==> src/rtl/brick_draw_if.sv <==
// Brick channel bundle between the frame controller (master) and brick_draw (slave).
// go is a one-cycle request with no ready: it is taken only while the block is idle
// (busy low) and dropped otherwise. writeEn is a pixel valid strobe with no backpressure.
interface brick_draw_if #(
  parameter int N = 32
);
  logic         go;
  logic [N-1:0] alive;
  logic [9:0]   x;
  logic [9:0]   y;
  logic [2:0]   color;
  logic         writeEn;
  logic         busy;
  logic         done;
  logic [1:0]   state;

  modport master (
    output go, alive,
    input  x, y, color, writeEn, busy, done, state
  );

  modport slave (
    input  go, alive,
    output x, y, color, writeEn, busy, done, state
  );
endinterface

==> src/rtl/brick_draw.sv <==
// Brick field pixel generator: walks the live bricks latched at go in row-major order,
// one pixel per cycle, then pulses done.
module brick_draw #(
  parameter int COLS     = 8,
  parameter int ROWS     = 4,
  parameter int BRICK_W  = 16,
  parameter int BRICK_H  = 4,
  parameter int GAP      = 2,
  parameter int ORIGIN_X = 8,
  parameter int ORIGIN_Y = 8
) (
  input  logic        clk,
  input  logic        reset,
  brick_draw_if.slave bus
);
  localparam int N     = ROWS * COLS;
  localparam int IDX_W = (N > 1) ? $clog2(N) : 1;
  localparam int PX_W  = (BRICK_W > 1) ? $clog2(BRICK_W) : 1;
  localparam int PY_W  = (BRICK_H > 1) ? $clog2(BRICK_H) : 1;

  localparam logic [IDX_W-1:0] IDX_LAST = IDX_W'(N - 1);
  localparam logic [PX_W-1:0]  PX_LAST  = PX_W'(BRICK_W - 1);
  localparam logic [PY_W-1:0]  PY_LAST  = PY_W'(BRICK_H - 1);

  typedef enum logic [1:0] {
    IDLE = 2'd0,
    SCAN = 2'd1,
    DRAW = 2'd2,
    DONE = 2'd3
  } state_t;

  state_t           state_q, state_d;
  logic [IDX_W-1:0] idx_q, idx_d;
  logic [PX_W-1:0]  px_q, px_d;
  logic [PY_W-1:0]  py_q, py_d;
  logic [N-1:0]     alive_q, alive_d;

  int col_w;
  int row_w;

  assign col_w = int'(idx_q) % COLS;
  assign row_w = int'(idx_q) / COLS;

  always_ff @(posedge clk) begin
    if (reset) begin
      state_q <= IDLE;
      idx_q   <= '0;
      px_q    <= '0;
      py_q    <= '0;
      alive_q <= '0;
    end else begin
      state_q <= state_d;
      idx_q   <= idx_d;
      px_q    <= px_d;
      py_q    <= py_d;
      alive_q <= alive_d;
    end
  end

  always_comb begin
    state_d = state_q;
    idx_d   = idx_q;
    px_d    = px_q;
    py_d    = py_q;
    alive_d = alive_q;
    unique case (state_q)
      IDLE: begin
        if (bus.go) begin
          alive_d = bus.alive;
          idx_d   = '0;
          state_d = SCAN;
        end
      end
      SCAN: begin
        if (alive_q[idx_q]) begin
          px_d    = '0;
          py_d    = '0;
          state_d = DRAW;
        end else if (idx_q == IDX_LAST) begin
          state_d = DONE;
        end else begin
          idx_d = idx_q + 1'b1;
        end
      end
      DRAW: begin
        if (px_q == PX_LAST) begin
          px_d = '0;
          if (py_q == PY_LAST) begin
            // Last pixel of this brick: either the frame ends or scanning resumes.
            if (idx_q == IDX_LAST) begin
              state_d = DONE;
            end else begin
              idx_d   = idx_q + 1'b1;
              state_d = SCAN;
            end
          end else begin
            py_d = py_q + 1'b1;
          end
        end else begin
          px_d = px_q + 1'b1;
        end
      end
      DONE: begin
        state_d = IDLE;
      end
      default: begin
        state_d = IDLE;
      end
    endcase
  end

  // Pixel coordinates are forced to zero outside DRAW so nothing undefined leaks out.
  always_comb begin
    bus.x       = '0;
    bus.y       = '0;
    bus.color   = '0;
    bus.writeEn = 1'b0;
    bus.busy    = (state_q != IDLE);
    bus.done    = (state_q == DONE);
    bus.state   = state_q;
    if (state_q == DRAW) begin
      bus.writeEn = 1'b1;
      bus.x       = 10'(ORIGIN_X + col_w * (BRICK_W + GAP) + int'(px_q));
      bus.y       = 10'(ORIGIN_Y + row_w * (BRICK_H + GAP) + int'(py_q));
      bus.color   = 3'((row_w % 7) + 1);
    end
  end
endmodule

==> src/flat_wrapper.sv <==
// flat-port wrapper written by rule: the top's interface ports become plain ports
module brick_draw_flat 
#(
  parameter int COLS     = 8,
  parameter int ROWS     = 4,
  parameter int BRICK_W  = 16,
  parameter int BRICK_H  = 4,
  parameter int GAP      = 2,
  parameter int ORIGIN_X = 8,
  parameter int ORIGIN_Y = 8
)
  (clk, reset, bus_go, bus_alive, bus_x, bus_y, bus_color, bus_writeEn, bus_busy, bus_done, bus_state);
  brick_draw_if #(.N(32)) bus_i ();
  input  logic clk;
  input  logic reset;
  input wire logic [$bits(bus_i.go)-1:0] bus_go;
  input wire logic [$bits(bus_i.alive)-1:0] bus_alive;
  output wire logic [$bits(bus_i.x)-1:0] bus_x;
  output wire logic [$bits(bus_i.y)-1:0] bus_y;
  output wire logic [$bits(bus_i.color)-1:0] bus_color;
  output wire logic [$bits(bus_i.writeEn)-1:0] bus_writeEn;
  output wire logic [$bits(bus_i.busy)-1:0] bus_busy;
  output wire logic [$bits(bus_i.done)-1:0] bus_done;
  output wire logic [$bits(bus_i.state)-1:0] bus_state;
  assign bus_i.go = bus_go;
  assign bus_i.alive = bus_alive;
  assign bus_x = bus_i.x;
  assign bus_y = bus_i.y;
  assign bus_color = bus_i.color;
  assign bus_writeEn = bus_i.writeEn;
  assign bus_busy = bus_i.busy;
  assign bus_done = bus_i.done;
  assign bus_state = bus_i.state;
  brick_draw #(.COLS(COLS), .ROWS(ROWS), .BRICK_W(BRICK_W), .BRICK_H(BRICK_H), .GAP(GAP), .ORIGIN_X(ORIGIN_X), .ORIGIN_Y(ORIGIN_Y)) u_core (.clk(clk), .reset(reset), .bus(bus_i));
endmodule
==> config.mk <==
export PLATFORM = sky130hd
export DESIGN_NAME = brick_draw_flat
export DESIGN_NICKNAME = d
export VERILOG_FILES = /design/src/rtl/brick_draw_if.sv /design/src/rtl/brick_draw.sv /design/src/flat_wrapper.sv
export SDC_FILE = /design/constraint.sdc
export NUM_CORES = 1
export LEC_CHECK = 0
export ABC_AREA = 1
export BUFFER_PORTS_ARGS = -buffer_cell sky130_fd_sc_hd__buf_2
export CAP_MARGIN = 0
export CORE_ASPECT_RATIO = 1.5
export CORE_MARGIN = 10
export CORE_UTILIZATION = 42
export CTS_CLUSTER_DIAMETER = 200
export DETAILED_ROUTE_END_ITERATION = 10
export PLACE_DENSITY_LB_ADDON = 0.08
export SETUP_SLACK_MARGIN = 0.4
export SLEW_MARGIN = 40
export SYNTH_ARGS = -nofsm -noshare
export SYNTH_HDL_FRONTEND = slang
export SYNTH_SLANG_ARGS = --single-unit
==> constraint.sdc <==
create_clock -name clk -period 1.95 [get_ports clk]
set_input_delay 0.2925 -clock clk [delete_from_list [all_inputs] [get_ports clk]]
set_output_delay 0.2925 -clock clk [all_outputs]
set_load 0.005 [all_outputs]
Word-level counts from Yosys, hierarchy flattened
Index checks and enable logic that the tools add are counted.
W data, S select, Z words.

word-level totals
  bits of input ports = 35
  bits in writable memories = 0
  flip-flop bits (word level) = 45
  latch bits = 0
  logic and storage cells = 65
  memories = 0
  ROM bits = 0

cells by class
  eq/ne operators = 13
  add/sub/neg operators = 8
  multipliers = 2
  muxes and demuxes = 26
  reductions and logical operators = 9
  divide/modulo/power cells = 1
  bitwise operators = 0
  shift operators = 0
  $lt $le $gt $ge = 1

operator list
  cell                     count
  $mod A3 B4 Y32 const B   1
  $mux W5                  5
  $add A5 B10 Y10 const A  2
  $mux W10                 2
  $mux W2                  9
  $pmux W5 S3              1
  $add A10 B3 Y10          1
  $add A10 B5 Y10          1
  $mux W4                  2
  $pmux W2 S4              1
  $pmux W4 S2              1
  $reduce_and A4 Y1        2
  $mul A3 B4 Y7 const B    1
  $eq A2 B2 Y1 const B     3
  $lt A5 B6 Y1 const B     1
  $ne A2 B1 Y1 const B     3
  $ne A2 B2 Y1 const B     3
  $add A5 B1 Y5 const B    1
  $bmux W1 S5              1
  $eq A5 B5 Y1 const B     1
  $reduce_and A5 Y1        1
  $add A4 B1 Y4 const B    1
  $eq A4 B4 Y1 const B     1
  $mul A2 B2 Y4 const B    1
  11 further kinds         14

Depth between registers and ports, before layout
  word-level depth = 5
  depth in mapped cells = 14
  depth with buffers taken out = 14

Worst setup path after synthesis
Ideal clock, no wire load.

  path type = reg2out
  from = register u_core.idx_q[2]
  to = output bus_x[6]
  path buffers = 0
  data arrival time = 1657 ps
  cell stages (with the launch flop) = 9
  data required time = 1657 ps
  slack = 0 ps
  path through = dfxtp_1 -> inv_2 -> ha_1 -> fa_1 -> inv_1 -> nand2_1 -> nand2_1 -> a21oi_1 -> a211oi_1

on the way
  longest elaborated chain between the ends = 4

RTL lines
  item                    line                source
  start, declared         brick_draw.sv:33    logic [IDX_W-1:0] idx_q, idx_d;
  start signal, assigned  brick_draw.sv:53    idx_q <= idx_d;
  $mul A3 B4 Y7           brick_draw.sv:123   bus.x = 10'(ORIGIN_X + col_w * (BRICK_W + GAP) + int'(px_q));
  $add A5 B10 Y10         brick_draw.sv:123
  $add A10 B5 Y10         brick_draw.sv:123
  $mux W10                brick_draw.sv:121   if (state_q == DRAW) begin
  end, declared           flat_wrapper.sv:18  output wire logic [$bits(bus_i.x)-1:0] bus_x;

Every way passes these cells.

Final worst setup path
  from = register u_core.px_q[2]
  to = output bus_x[6]

on the way
  longest elaborated chain between the ends = 2

RTL lines
  item                    line               source
  start, declared         brick_draw.sv:34   logic [PX_W-1:0] px_q, px_d;
  start signal, assigned  brick_draw.sv:54   px_q <= px_d;
  $add A10 B5 Y10         brick_draw.sv:123
  $mux W10                brick_draw.sv:121

Every way passes these cells.

==> reports/metrics.yaml <==
run_status:
  status: "finished with violations"
  failed_checks: "setup timing"
place:
  hpwl_mm: 5.604
  port_buffers: 56
  gp_congestion: 0.8662
  post_dp_cell_area_um2: 3267
  dp.cells: 535
floorplan:
  fp.dieH_um: 119.1
  io-pin-count: 63
  die_area_um2: 10250
  core_um2: 6441
  row_count: 36
  die_w_um: 86.06
  initial_core_util: 0.4268
global_route:
  grt_pass1_wl_mm: 13.70
  overflow: 0
  antenna_found_initial: 0
  grt_max_degree: 33
  grt_util_all_layers: 0.1604
  grt_pass1_vias: 2914
worst_setup_path:
  crit_fanout: 2
  r2r-end: "u_core.py_q[0]$_SDFFE_PP0P_"
  r2r_slack_ps: 160
  r2r_start: "u_core.idx_q[0]$_SDFFE_PP0P_"
  path_cells: "ha_4, ha_4, inv_2, fa_2, inv_2, nand2_1, nand2_2, a21oi_2, a211oi_2, buf_2"
  worstSetupEndpointType: "output pin"
  path_buf_inv: 3
  reg2reg_depth: 12
  cp_data_required_time_ps: 1660
  worst_path_dominant_cell_family: "adder cells"
  critPathCapture: "bus_x[6]"
  cp.arrival_ps: 1910
  cp-start-kind: "flip-flop"
  worstSetupStartpoint: "u_core.px_q[2]$_SDFFE_PP0P_"
  cpMaxStageDelayCell: "dfxtp_4"
  crit_cells: 10
  worstSetupPathType: "reg2out"
  critical-path-max-stage-delay_ps: 360
synthesis:
  synth.distinct_cells: 33
  ys_async_sr_fraction: 0
  synth.avg_cell_area_um2: 6.838
  synthFlopType: "dfxtp_1"
  yosys_warnings: 0
  ys_seq_area_frac: 0.3277
  ys_seq_elements: 45
  syn_area_um2: 2749
  synth_edf_count: 0
  synth_cells: 402
power_and_ir_drop:
  p_per_area_nw_per_um2: 1327
  total_power_mw: 5.652
  vdd_drop_max_mv: 0.6776
  p_leak_nw: 1.958
clock_network:
  clock_latency_ps: 300
  cts_max_level: 2
  holdBufCountCts: 0
  cts_max_path_buffers: 2
  cts_tree: "built"
  clock-sinks: 45
  clk_root_buffer_cell: "clkbuf_8"
  cts_buffers: 5
  clk_pin_slew_ps: 100
detailed_routing:
  vias: 2911
  drt-wirelength-per-cell_um: 14.85
  wirelength_mm: 8.644
  drtAntennaViolNets: 0
  viasPerCell: 5.002
  first_iter_violations: 120
  firstDrtPassIters: 4
  drc: 0
run:
  maxCapViolCount: 0
cells_and_area:
  area_growth_pct: 54.98
  diodes: 0
  final_design_area_no_fill_um2: 4260
  layout.nets: 561
  nFillCells: 556
  drive_gt1_frac: 0.4743
  fin_cells: 582
sta:
  fin_crit_ps: 2202
  finClkSkew_ps: 10.96
  setup_slack_ps: -252.3
  period_share: 1.129
  finalSetupTns_ps: -858.6
  hold_violations: 0
  max_freq_mhz: 454.1
  fin_hold_ws_ps: 232.4
  setup_viol: 5
  maxSlewViolCount: 0
  rsz0062_at_grt: "yes"
min_path:
  hold_class: "in2reg"
-- worst min path at each step --
| stage | start | endpoint | slack (ps) | depth (start not counted) |
|---|---|---|---|---|
| final | bus_alive[15] | u_core.alive_q[15]$_SDFFE_PP0P_ | 230 | 3 |
| after global placement | u_core.alive_q[6]$_SDFFE_PP0P_ | u_core.alive_q[6]$_SDFFE_PP0P_ | 460 | 2 |
| after detailed placement | u_core.alive_q[1]$_SDFFE_PP0P_ | u_core.alive_q[1]$_SDFFE_PP0P_ | 480 | 2 |
| after global routing | bus_alive[16] | u_core.alive_q[16]$_SDFFE_PP0P_ | 240 | 3 |
| after CTS | bus_alive[15] | u_core.alive_q[15]$_SDFFE_PP0P_ | 230 | 3 |
| after floorplan | reset | u_core.px_q[0]$_SDFFE_PP0P_ | 360 | 1 |
-- cell type report --
type / count / area (um^2) / share of cell area
sequential: 45 / 932.1 / 0.2188
clock buffer: 7 / 107.6 / 0.02526
timing repair buffer: 113 / 889.6 / 0.2088
multi-input combinational: 304 / 2047 / 0.4805
tap: 76 / 95.09 / 0.02232
clock inverter: 1 / 6.256 / 0.001468
inverter: 36 / 182.7 / 0.04288
-- cells in the final DEF (no fill, tap or decap), drive strengths merged, types with 2 or more instances in the layout --
cell type and count:
inv 35, nor3 4, dfxtp 45, clkinv 2, ha 20, clkbuf 7
nor2 82, nand3 39, a211oi 3, a21oi 24, buf 113, nand2 84
o21ai 35, conb 6
-- what timing repair did --
action,4_1_cts,5_1_grt
endpoints found under the setup margin,29,64
buffers inserted,27,10
pin swaps,26,36
cloned,2,0
resized for setup,92,60
-- kinds of logic (layout without fill, tap and decap cells) --
| kind of cell | Yosys count | after routing | synth area share |
|---|---|---|---|
| XOR/XNOR | 2 | 2 | 0.006373 |
| AO/OA/AOI/OAI | 63 | 63 | 0.1265 |
| adder cells (fa/ha/maj) | 21 | 21 | 0.09832 |
| flip-flops | 45 | 45 | 0.3277 |
| other | 1 | 6 | 0.001364 |
| AND/OR/NAND/NOR | 211 | 212 | 0.3396 |
| buffers and inverters | 59 | 157 | 0.1001 |
-- sequential cells by signal, summed over array words and instances, names as in the netlist --
name	count
u_core.py_q	2
u_core.alive_q	32
u_core.idx_q	5
u_core.px_q	4
u_core.bus.state	2
-- cells in the mapped netlist (2+ instances only) --
master,instances,area share
a21oi_2,3,0.0096
nand2_4,2,0.0082
clkbuf_1,11,0.015
nand3_4,3,0.019
inv_2,5,0.0068
nand3_1,33,0.060
o21ai_0,35,0.064
ha_1,20,0.091
inv_1,31,0.042
nand3_2,3,0.011
nor2_1,80,0.11
a211oi_1,2,0.0055
nor3_1,4,0.0073
buf_6,2,0.0082
dfxtp_1,45,0.33
a21oi_1,21,0.038
buf_4,7,0.019
nand2_1,80,0.11
-- through the flow --
step | utilization | setup WS [ps]
detailed placement | 0.5072 | 18.21
floorplan | - | 125.1
CTS | 0.6177 | -252.3
global route | 0.6614 | -342.9
global placement | 0.5072 | 36.04
finish | 0.6614 | -252.3
-- layer usage --
layer	track usage	routed length, um
met1	0.1642	3302
met2	0.3092	4776
met3	0.02933	247
met4	0.05269	317
met5	0	0
-- power breakdown --
| group | total [mW] | internal (mW) | switching [mW] |
|---|---|---|---|
| Combinational | 3.60 | 1.67 | 1.93 |
| Sequential | 1.35 | 1.18 | 0.166 |
| Clock | 0.704 | 0.367 | 0.337 |
| Total | 5.65 | 3.22 | 2.43 |
-- worst min-delay path, delay by kind of cell --
| kind | cells | cell delay, ps |
|---|---|---|
| compound gates | 1 | 70 |
| buf+inv | 1 | 70 |
| simple gates | 1 | 70 |
(Power assumes the default switching activity.)
